## config.mk

```make
export PLATFORM = sky130hd
export DESIGN_NAME = zbt_pattern_writer_flat
export DESIGN_NICKNAME = d
export VERILOG_FILES = /design/src/rtl/zbt_pattern_writer_if.sv /design/src/rtl/zbt_pattern_writer.sv /design/src/flat_wrapper.sv
export SDC_FILE = /design/constraint.sdc
export NUM_CORES = 1
export LEC_CHECK = 0
export CAP_MARGIN = 20
export CORE_MARGIN = 2
export CORE_UTILIZATION = 35
export DETAILED_ROUTE_END_ITERATION = 10
export GPL_TIMING_DRIVEN = 1
export PLACE_DENSITY = 0.73
export SYNTH_ARGS = -nofsm -noshare
export SYNTH_HDL_FRONTEND = slang
export SYNTH_SLANG_ARGS = --single-unit
```

## constraint.sdc

```tcl
create_clock -name clk -period 2.1 [get_ports clk]
set_input_delay 0.42 -clock clk [delete_from_list [all_inputs] [get_ports clk]]
set_output_delay 0.42 -clock clk [all_outputs]
set_load 0.02 [all_outputs]
```

## src/rtl/zbt_pattern_writer_if.sv

```systemverilog
// Write-port bundle between zbt_pattern_writer and the ZBT arbiter / start source.
// The checksum signal exists only when ZPW_CHECKSUM_EN is defined.
interface zbt_pattern_writer_if #(
  parameter int unsigned DATA_W = 36,
  parameter int unsigned ADDR_W = 19
);
  logic              start;
  logic              mem_grant;
  logic              busy;
  logic              done;
  logic              mem_we;
  logic [ADDR_W-1:0] mem_addr;
  logic [DATA_W-1:0] mem_data;
`ifdef ZPW_CHECKSUM_EN
  logic [DATA_W-1:0] checksum;

  modport master (
    input  start, mem_grant,
    output busy, done, mem_we, mem_addr, mem_data, checksum
  );
  modport slave (
    output start, mem_grant,
    input  busy, done, mem_we, mem_addr, mem_data, checksum
  );
`else
  modport master (
    input  start, mem_grant,
    output busy, done, mem_we, mem_addr, mem_data
  );
  modport slave (
    output start, mem_grant,
    input  busy, done, mem_we, mem_addr, mem_data
  );
`endif
endinterface

```

## src/rtl/zbt_pattern_writer.sv

```systemverilog
// Writes NUM_POINTS {pad, x, y, color} records to ZBT SRAM through a request/grant port.
// Optional ZPW_CHECKSUM_EN adds a running XOR of all accepted words in the run.
module zbt_pattern_writer #(
  parameter int unsigned       NUM_POINTS = 8,
  parameter int unsigned       COORD_W    = 10,
  parameter int unsigned       COLOR_W    = 10,
  parameter int unsigned       DATA_W     = 36,
  parameter int unsigned       ADDR_W     = 19,
  parameter logic [ADDR_W-1:0] BASE_ADDR  = '0,
  parameter int unsigned       X_START    = 100,
  parameter int unsigned       Y_START    = 100,
  parameter int unsigned       X_STEP     = 100,
  parameter int unsigned       Y_STEP     = 100,
  parameter logic [COLOR_W-1:0] COLOR_A   = 10'h3FC,
  parameter logic [COLOR_W-1:0] COLOR_B   = 10'h0FC
) (
  input logic clk,
  input logic reset,
  zbt_pattern_writer_if.master bus
);

  localparam int unsigned IDX_W = (NUM_POINTS > 1) ? $clog2(NUM_POINTS) : 1;
  localparam logic [IDX_W-1:0] LAST_IDX = IDX_W'(NUM_POINTS - 1);

  typedef enum logic [1:0] {IDLE, WRITE, DONE} state_t;

  state_t             state_q, state_d;
  logic [IDX_W-1:0]   idx_q, idx_d;
  logic [COORD_W-1:0] x_q, x_d, y_q, y_d;
  logic               busy_q, busy_d, done_q, done_d, we_q, we_d;
  logic [ADDR_W-1:0]  addr_q, addr_d;
  logic [DATA_W-1:0]  data_q, data_d;
  logic [DATA_W-1:0]  csum_q, csum_d;

  // Pad bits are the zero-extended MSBs of the packed record.
  function automatic logic [DATA_W-1:0] pack(input logic [COORD_W-1:0] x,
                                             input logic [COORD_W-1:0] y,
                                             input logic odd);
    return DATA_W'({x, y, (odd ? COLOR_B : COLOR_A)});
  endfunction

  always_comb begin
    state_d = state_q;
    idx_d   = idx_q;
    x_d     = x_q;
    y_d     = y_q;
    busy_d  = busy_q;
    done_d  = 1'b0;
    we_d    = we_q;
    addr_d  = addr_q;
    data_d  = data_q;
    csum_d  = csum_q;
    case (state_q)
      IDLE: begin
        if (bus.start) begin
          state_d = WRITE;
          idx_d   = '0;
          x_d     = COORD_W'(X_START);
          y_d     = COORD_W'(Y_START);
          addr_d  = BASE_ADDR;
          data_d  = pack(COORD_W'(X_START), COORD_W'(Y_START), 1'b0);
          we_d    = 1'b1;
          busy_d  = 1'b1;
          csum_d  = '0;
        end
      end
      WRITE: begin
        if (bus.mem_grant) begin
          csum_d = csum_q ^ data_q;
          if (idx_q == LAST_IDX) begin
            state_d = DONE;
            we_d    = 1'b0;
            busy_d  = 1'b0;
            done_d  = 1'b1;
          end else begin
            idx_d  = idx_q + 1'b1;
            x_d    = x_q + COORD_W'(X_STEP);
            y_d    = y_q + COORD_W'(Y_STEP);
            addr_d = addr_q + 1'b1;
            data_d = pack(x_d, y_d, idx_d[0]);
          end
        end
      end
      DONE:    state_d = IDLE;
      default: state_d = IDLE;
    endcase
  end

  always_ff @(posedge clk) begin
    if (reset) begin
      state_q <= IDLE;
      idx_q   <= '0;
      x_q     <= '0;
      y_q     <= '0;
      busy_q  <= 1'b0;
      done_q  <= 1'b0;
      we_q    <= 1'b0;
      addr_q  <= '0;
      data_q  <= '0;
      csum_q  <= '0;
    end else begin
      state_q <= state_d;
      idx_q   <= idx_d;
      x_q     <= x_d;
      y_q     <= y_d;
      busy_q  <= busy_d;
      done_q  <= done_d;
      we_q    <= we_d;
      addr_q  <= addr_d;
      data_q  <= data_d;
      csum_q  <= csum_d;
    end
  end

  assign bus.busy     = busy_q;
  assign bus.done     = done_q;
  assign bus.mem_we   = we_q;
  assign bus.mem_addr = addr_q;
  assign bus.mem_data = data_q;
`ifdef ZPW_CHECKSUM_EN
  assign bus.checksum = csum_q;
`else
  logic unused_csum;
  assign unused_csum = ^csum_q;
`endif

endmodule
```

## src/flat_wrapper.sv

```systemverilog
// flat-port wrapper written by rule: the top's interface ports become plain ports
module zbt_pattern_writer_flat 
#(
  parameter int unsigned       NUM_POINTS = 8,
  parameter int unsigned       COORD_W    = 10,
  parameter int unsigned       COLOR_W    = 10,
  parameter int unsigned       DATA_W     = 36,
  parameter int unsigned       ADDR_W     = 19,
  parameter logic [ADDR_W-1:0] BASE_ADDR  = '0,
  parameter int unsigned       X_START    = 100,
  parameter int unsigned       Y_START    = 100,
  parameter int unsigned       X_STEP     = 100,
  parameter int unsigned       Y_STEP     = 100,
  parameter logic [COLOR_W-1:0] COLOR_A   = 10'h3FC,
  parameter logic [COLOR_W-1:0] COLOR_B   = 10'h0FC
)
  (clk, reset, bus_start, bus_mem_grant, bus_busy, bus_done, bus_mem_we, bus_mem_addr, bus_mem_data);
  zbt_pattern_writer_if #(.DATA_W(DATA_W), .ADDR_W(ADDR_W)) bus_i ();
  input logic clk;
  input logic reset;
  input wire logic [$bits(bus_i.start)-1:0] bus_start;
  input wire logic [$bits(bus_i.mem_grant)-1:0] bus_mem_grant;
  output wire logic [$bits(bus_i.busy)-1:0] bus_busy;
  output wire logic [$bits(bus_i.done)-1:0] bus_done;
  output wire logic [$bits(bus_i.mem_we)-1:0] bus_mem_we;
  output wire logic [$bits(bus_i.mem_addr)-1:0] bus_mem_addr;
  output wire logic [$bits(bus_i.mem_data)-1:0] bus_mem_data;
  assign bus_i.start = bus_start;
  assign bus_i.mem_grant = bus_mem_grant;
  assign bus_busy = bus_i.busy;
  assign bus_done = bus_i.done;
  assign bus_mem_we = bus_i.mem_we;
  assign bus_mem_addr = bus_i.mem_addr;
  assign bus_mem_data = bus_i.mem_data;
  zbt_pattern_writer #(.NUM_POINTS(NUM_POINTS), .COORD_W(COORD_W), .COLOR_W(COLOR_W), .DATA_W(DATA_W), .ADDR_W(ADDR_W), .BASE_ADDR(BASE_ADDR), .X_START(X_START), .Y_START(Y_START), .X_STEP(X_STEP), .Y_STEP(Y_STEP), .COLOR_A(COLOR_A), .COLOR_B(COLOR_B)) u_core (.clk(clk), .reset(reset), .bus(bus_i));
endmodule
```

# Yosys cells after proc, flatten, opt, wreduce, memory -nomap -nowiden
# Index checks and enable logic that the tools add are counted.
# totals
ff_bits	82
input_bits	4
out_inout_bits	58
elab_cells	55
# classes
add_sub_neg	4
eq_ne	6
mux	29
bitwise_logic	2
n_reduce_logical	6
# ops
op	n
two-way mux 36 bit	3
one-hot mux 36 bit (2 select lines)	1
two-way mux 10 bit	6
two-way mux 19 bit	3
one-hot mux 10 bit (2 select lines)	2
one-hot mux 19 bit (2 select lines)	1
adder 10 x 7 -> 10 bit, second input constant	2
adder 19 x 1 -> 19 bit, second input constant	1
two-way mux 3 bit	3
AND reduction 4 bit	2
two-way mux 2 bit	3
!= test 2 bit, second input constant	3
one-hot mux 3 bit (2 select lines)	1
two-way mux 1 bit	4
one-hot mux 2 bit (2 select lines)	1
adder 3 x 1 -> 3 bit, second input constant	1
equality test 3 bit, second input constant	1
AND reduction 3 bit	1
OR reduction 3 bit	1
equality test 2 x 1 -> 1 bit, second input constant	1
zero test 2 bit	1
!= test 2 x 1 -> 1 bit, second input constant	1
inverter 1 bit	2
one-hot mux 1 bit (2 select lines)	1
nonzero test 2 bit	1

# Longest topological paths before layout
# Gate-level depths: netlist (run 1).
# logic_depth
depth_word	5
ltp_mapped	8
ltp_nobuf	6

# Worst setup path before layout (run 1)
# No wires, ideal clock.
# synth_timing
path_type	register -> register
start	register u_core.idx_q[0]
end	register u_core.addr_q[16], in the netlist u_core.bus.mem_addr[16]
setup_ns	0.070
arrival_time_ns	1.869
t_required_ns	2.030
slack_ns	0.161
stages_incl_launch_ff	9
n_path_buf	2
period_less_slack_ns	1.939
cell_sequence	dfxtp_1 ha_1 ha_1 nor4bb_1 buf_4 o21ai_2 buf_6 or4_1 a21oi_1
# synth_via
elab_chain_cells	3
# synth_lines
element	line_no	text
start: declaration	zbt_pattern_writer.sv:28	logic [IDX_W-1:0] idx_q, idx_d;
start signal: assignment	zbt_pattern_writer.sv:103	idx_q <= idx_d;
equality test 3 bit	zbt_pattern_writer.sv:70	if (idx_q == LAST_IDX) begin
!= test 2 bit (no line)	n/a	
AND reduction 4 bit (no line)	n/a	
end signal: assignment	zbt_pattern_writer.sv:109	addr_q <= addr_d;
end: declaration	zbt_pattern_writer.sv:31	logic [ADDR_W-1:0] addr_q, addr_d;
# No other way between the ends.
# A chain may end at the register's enable or synchronous reset.

# Worst setup path after layout (run 1)
# layout_timing
start	register u_core.idx_q[0]
end	register u_core.addr_q[13], in the netlist u_core.bus.mem_addr[13]
# Same word-level chain as after synthesis.

==> results.sh, run 1 <==
export IMPL_core_area_sq_mm=0.005921
export IMPL_diodes=0
export IMPL_hold_violations=0
export IMPL_grt_pass1_vias=1777
export IMPL_fin_cells=370
export IMPL_ios=62
export IMPL_path_max_fanout=7
export IMPL_synth_edf_count=0
export IMPL_async_flop_share_pct=0
export IMPL_dpl_cell_count=360
export IMPL_setup_viol=0
export IMPL_antenna_found_initial=0
export IMPL_place_gp_congestion=0.7846
export IMPL_finalCriticalPeriod_ns=1.993
export IMPL_grt_pass1_wl_mm=7.714
export IMPL_min_from="u_core.bus.mem_addr[18]"
export IMPL_io_buffers=49
export IMPL_ys_seq_elements=44
export IMPL_post_route_period_util_pct=94.89
export IMPL_placementRows=28
export IMPL_synth_most_common_cell="dfxtp_1"
export IMPL_cp_top_family="simple AND/OR/NAND/NOR gates"
export IMPL_cp_start_kind="flop"
export IMPL_drive_above_1_share_pct=12.54
export IMPL_fin_skew_ns=0.007503
export IMPL_die_area_sq_mm=0.006762
export IMPL_max_cap_violations=0
export IMPL_gr_total_overflow=0
export IMPL_reg2reg_to="u_core.bus.mem_addr[13]"
export IMPL_wl_per_cell_microns=13.11
export IMPL_grt_max_degree=25
export IMPL_criticalPathCategory="reg2reg"
export IMPL_syn_inst=241
export IMPL_end_kind="flop"
export IMPL_yosys_top_cells_count="44 x dfxtp_1, 28 x nor2_1, 23 x a21oi_1"
export IMPL_fin_hold_ws_ns=0.4925
export IMPL_hold_path_end="u_core.bus.mem_addr[18]"
export IMPL_clock_path_buffers=2
export IMPL_syn_to_final_growth_pct=34.11
export IMPL_synth_top_area_share_pct=41.12
export IMPL_crit_chain="ha_2 -> ha_4 -> nor4bb_4 -> buf_4 -> o211ai_4 -> or4_1 -> a21oi_1"
export IMPL_synthFlopType="dfxtp_1"
export IMPL_synth_area_sq_mm=0.002142
export IMPL_r2r_slack_ns=0.11
export IMPL_grt_setup_unrepaired="false"
export IMPL_status="completed"
export IMPL_reg2reg_depth=7
export IMPL_hold_depth=2
export IMPL_p_per_area_mw_per_mm2=632.3
export IMPL_final_max_slew_viol_count=0
export IMPL_wl_mm=4.852
export IMPL_tritoncts="yes"
export IMPL_ys_warn_count=0
export IMPL_p_leak_nw=0.9903
export IMPL_vias=1928
export IMPL_die_h_microns=82.23
export IMPL_ir_drop_mv=0.3481
export IMPL_fin_nets=303
export IMPL_clk_latency_ns=0.29
export IMPL_cts_hold_buf=0
export IMPL_yosysUniqueCellTypes=42
export IMPL_initialDrtViolationCount=92
export IMPL_cts_clk_slew_worst_paths_ns=0.08
export IMPL_min_path_type="reg2reg"
export IMPL_p_total_mw=1.816
export IMPL_r2r_start="u_core.idx_q[0]"
export IMPL_post_dp_hpwl_mm=3.340
export IMPL_cp_arrival_ns=2.22
export IMPL_ant_nets=0
export IMPL_critPathLaunch="u_core.idx_q[0]"
export IMPL_synthTopCellsByArea="dfxtp_1 41%, buf_4 7.0%, a21oi_1 5.4%, nor2_1 4.9%, xnor2_1 4.1%"
export IMPL_htree_num_levels=2
export IMPL_max_freq_ghz=0.5018
export IMPL_drc_errors=0
export IMPL_seq_area_frac_synth_pct=41.12
export IMPL_critPathMaxStageDelay_ns=0.53
export IMPL_worst_path_buf_inv=1
export IMPL_slowest_stage="or4_1"
export IMPL_clock_sinks=44
export IMPL_grtUsageTotal_pct=14.47
export IMPL_fp_dieW_microns=82.23
export IMPL_viasPerCell=5.211
export IMPL_synth_top_cell_by_area="dfxtp_1"
export IMPL_postLayoutCoreUtil_pct=48.52
export IMPL_first_pass_iters=4
export IMPL_cts_inserted_buffers=5
export IMPL_start_util_pct=36.18
export IMPL_avgSynthCellArea_sq_um=8.888
export IMPL_cp_data_required_time_ns=2.33
export IMPL_cts_root_buf="clkbuf_8"
-- worst max path at each step --
stage                                   end  cells after the start  slack (ns)
floorplan           u_core.bus.mem_addr[16]                      8        0.16
global placement     u_core.bus.mem_addr[9]                      6       -0.11
detailed placement  u_core.bus.mem_addr[13]                      6       -0.15
CTS                 u_core.bus.mem_addr[13]                      7        0.03
global route        u_core.bus.mem_addr[13]                      7        0.01
finish              u_core.bus.mem_addr[13]                      7        0.11
-- cell type report --
class | instances | area (sq um)
Clock buffer | 6 | 72.57
Fill cell | 563 | 3048
Timing Repair Buffer | 68 | 649.4
Tap cell | 75 | 93.84
Sequential cell | 44 | 882.1
Multi-Input combinational cell | 172 | 1129
Clock inverter | 2 | 35.03
Inverter | 3 | 11.26
-- cells by family (layout without fill, tap and decap cells) --
logic type	after synthesis	after routing	synth area share [%]
xor gates and xnor gates	17	17	6.951
and+or+nand+nor	75	75	18.75
other	1	12	0.1751
DFF	44	44	41.12
AOI/OAI and AO/OA	62	62	18.98
adders and majority gates	5	5	2.921
buffers and inverters	36	79	10.63
muxes	1	1	0.4673
-- report_power, final --
part | internal (mW) | leakage (nW) | total, mW | switching (mW)
sequential | 0.861 | 0.358 | 0.898 | 0.0370
clock | 0.353 | 0.0552 | 0.634 | 0.280
combinational | 0.129 | 0.577 | 0.285 | 0.156
total | 1.34 | 0.990 | 1.82 | 0.473
-- worst reg2reg max path: cells and delay by family (launching register included) --
family          cells  cell delay [ns]
buf+inv             1             0.19
compound gates      2             0.24
simple gates        2             0.79
flops               1             0.34
fa+ha+maj           2             0.37
-- per-stage QoR --
step | setup TNS (ns) | setup WS, ns | area, sq um
3_3_place_gp | -0.6458 | -0.1123 | 2698
5_1_grt | 0 | 0.01259 | 2873
2_1_floorplan | 0 | 0.1605 | 2183
3_5_place_dp | -1.299 | -0.1509 | 2698
4_1_cts | 0 | 0.03383 | 2805
6_report | 0 | 0.1073 | 2873
-- cells in the final DEF (no fill, tap or decap), types with 2 or more instances in the layout --
cell and n:
nor2_1 28, xor2_1 7, a22oi_1 5, nand2_1 10, dfxtp_1 43, clkdlybuf4s50_1 49
a21oi_2 2, xnor2_1 10, buf_4 17, nor4b_1 2, ha_1 3, a211oi_1 6
inv_1 3, a211o_1 2, a21oi_1 21, nor3_1 3, nand3_1 6, o21ai_0 9
or3_1 4, o31ai_1 6, and4_1 3, conb_1 12, nand4_1 3, a31oi_1 2
or4_1 6, o2111ai_1 2, clkbuf_8 5, o211ai_1 2
-- metal layers --
metal	track usage [%]	up-vias	part of all wire, %
met2	24.76	54	49
met4	4.667	0	0.41
met5	0	-	0
met3	2.935	2	4.8
li1	-	946	-
met1	18.13	926	45
-- sequential cells by signal, summed over array words and instances (netlist names) --
name and cells:
u_core.bus.busy 1, u_core.state_q 2, u_core.x_q 7, u_core.idx_q 3
u_core.bus.done 1, u_core.bus.mem_data 4, u_core.bus.mem_addr 19, u_core.y_q 7
-- repair_timing --
action                                 in CTS  in global routing
endpoints found under the hold margin       0                  0
resized for setup                           0                 11
setup buffers                               0                  2
setup endpoints to repair                   0                 10
No activity file was read; power rests on OpenSTA's default activity.
==> run 2, diff against run 1 <==
Settings changed: PLACE_DENSITY 0.73 to default.
Clock period 2.1 ns to 2.59 ns, I/O delays scaled along.
==> run 2 against run 1 <==
Compared with the run above:
- first-iteration DRC count increased by 33%
- sequential share of layout area increased by 1.9 points
- utilization down 2.9 points
- global-route usage up 0.18 points
- clock-buffer cell count unchanged
- cell area is 5.9% lower
- largest power group unchanged
- critical endpoint is now u_core.bus.mem_addr[9]
==> results.sh, run 2 (same netlist as run 1, synthesis figures left out) <==
export IMPL_grt_setup_unrepaired="false"
export IMPL_final_common_cell="clkdlybuf4s50_1"
export IMPL_post_route_period_util_pct=79.40
export IMPL_cts_inserted_buffers=5
export IMPL_r2r_slack_ns=0.53
export IMPL_ant_nets=0
export IMPL_grt_pass1_wl_mm=7.728
export IMPL_status="completed"
export IMPL_htree_num_levels=2
export IMPL_tritoncts="yes"
export IMPL_place_area_sq_mm=0.002610
export IMPL_cp_arrival_ns=2.28
export IMPL_p_per_area_mw_per_mm2=511.9
export IMPL_min_from="u_core.bus.mem_addr[18]"
export IMPL_cts_root_buf="clkbuf_8"
export IMPL_finalCriticalPeriod_ns=2.057
export IMPL_grt_pass1_vias=1643
export IMPL_fin_area_sq_mm=0.002703
export IMPL_syn_to_final_growth_pct=26.17
export IMPL_end_kind="flop"
export IMPL_cp_start_kind="flop"
export IMPL_vias=1805
export IMPL_placementRows=28
export IMPL_grt_max_degree=17
export IMPL_first_pass_iters=4
export IMPL_wl_mm=4.587
export IMPL_min_path_type="reg2reg"
export IMPL_diodes=0
export IMPL_setup_tns_ns=0
export IMPL_die_h_microns=82.23
export IMPL_core_area_sq_mm=0.005921
export IMPL_criticalPathCategory="reg2reg"
export IMPL_p_total_mw=1.384
export IMPL_clock_sinks=44
export IMPL_post_cts_setup_buffers=0
export IMPL_ios=62
export IMPL_fin_nets=291
export IMPL_fin_hold_ws_ns=0.4777
export IMPL_start_util_pct=36.18
export IMPL_initialDrtViolationCount=122
export IMPL_hold_path_end="u_core.bus.mem_addr[18]"
export IMPL_io_buffers=49
export IMPL_p_leak_nw=0.9207
export IMPL_largest_reg_flops=19
export IMPL_path_max_fanout=10
export IMPL_reg2reg_depth=7
export IMPL_post_dp_hpwl_mm=3.214
export IMPL_final_max_slew_viol_count=0
export IMPL_die_area_sq_mm=0.006762
export IMPL_wl_per_cell_microns=12.81
export IMPL_viasPerCell=5.042
export IMPL_place_gp_congestion=0.7615
export IMPL_cts_resized=0
export IMPL_hold_depth=2
export IMPL_drc_errors=0
export IMPL_clock_path_buffers=2
export IMPL_drive_above_1_share_pct=6.714
export IMPL_grtUsageTotal_pct=14.65
export IMPL_ir_drop_mv=0.2119
export IMPL_setup_viol=0
export IMPL_cts_clk_slew_worst_paths_ns=0.08
export IMPL_max_freq_ghz=0.4863
export IMPL_gr_total_overflow=0
export IMPL_hold_violations=0
export IMPL_antenna_found_initial=0
export IMPL_reg2reg_to="u_core.bus.mem_addr[9]"
export IMPL_fin_skew_ns=0.004038
export IMPL_cp_data_required_time_ns=2.81
export IMPL_r2r_start="u_core.idx_q[0]"
export IMPL_clk_latency_ns=0.29
export IMPL_fp_dieW_microns=82.23
export IMPL_max_cap_violations=0
export IMPL_cts_hold_buf=0
export IMPL_layout_common_cells="49 x clkdlybuf4s50_1, 44 x dfxtp_1, 28 x nor2_1"
run 2: changes by cell type in the layout (fill, tap and decap cells not counted), moves of 2 or more:
cell | previous run | this run
buf_4 | 17 | 7
a21oi_1 | 21 | 23
a21oi_2 | 2 | 0
ha_1 | 3 | 5
run 2: critical path: stages (launching register included):
cell and delay [ns]:
dfxtp_1 0.34, ha_1 0.20, ha_1 0.24, nor4bb_2 0.26, buf_4 0.17, o211ai_4 0.12, or4_1 0.50, a21oi_1 0.15
run 2: worst max-delay path by stage:
stage	slack, ns	start	to
final	0.53	u_core.idx_q[0]	u_core.bus.mem_addr[9]
after global routing	0.37	u_core.idx_q[0]	u_core.bus.mem_addr[15]
after CTS	0.51	u_core.idx_q[0]	u_core.bus.mem_addr[9]
after detailed placement	0.26	bus_mem_grant	u_core.bus.mem_addr[9]
after global placement	0.31	bus_mem_grant	u_core.bus.mem_addr[15]
after floorplan	0.65	u_core.idx_q[0]	u_core.bus.mem_addr[16]
run 2: stage by stage:
step / utilization [%] / setup WS (ns) / std cells
2_1_floorplan: - / 0.6505 / 252
3_3_place_gp: 44.08 / 0.3071 / 350
3_5_place_dp: 44.08 / 0.2616 / 350
4_1_cts: 45.65 / 0.5140 / 358
5_1_grt: 45.65 / 0.3703 / 358
6_report: 45.65 / 0.5335 / 358
run 2: area by class of cell:
| type | count | area [sq um] |
|---|---|---|
| Sequential cell | 44 | 880.8 |
| Tap cell | 75 | 93.84 |
| Multi-Input combinational cell | 172 | 1081 |
| Fill cell | 571 | 3218 |
| Inverter | 3 | 11.26 |
| Timing Repair Buffer | 56 | 543.0 |
| Clock inverter | 2 | 10.01 |
| Clock buffer | 6 | 82.58 |
run 2: layer usage:
metal	global-route usage (%)	vias to the layer above	share of wire [%]
met3	3.370	5	5.3
met2	21.29	45	43
met4	5.000	0	0.96
li1	-	922	-
met5	0	-	0
met1	21.12	833	51
run 2: where the power goes:
part	leakage (nW)	internal, mW	total, mW	switching [mW]
sequential	0.358	0.698	0.727	0.0297
clock	0.0510	0.213	0.438	0.225
combinational	0.512	0.0950	0.218	0.123
total	0.921	1.01	1.38	0.378
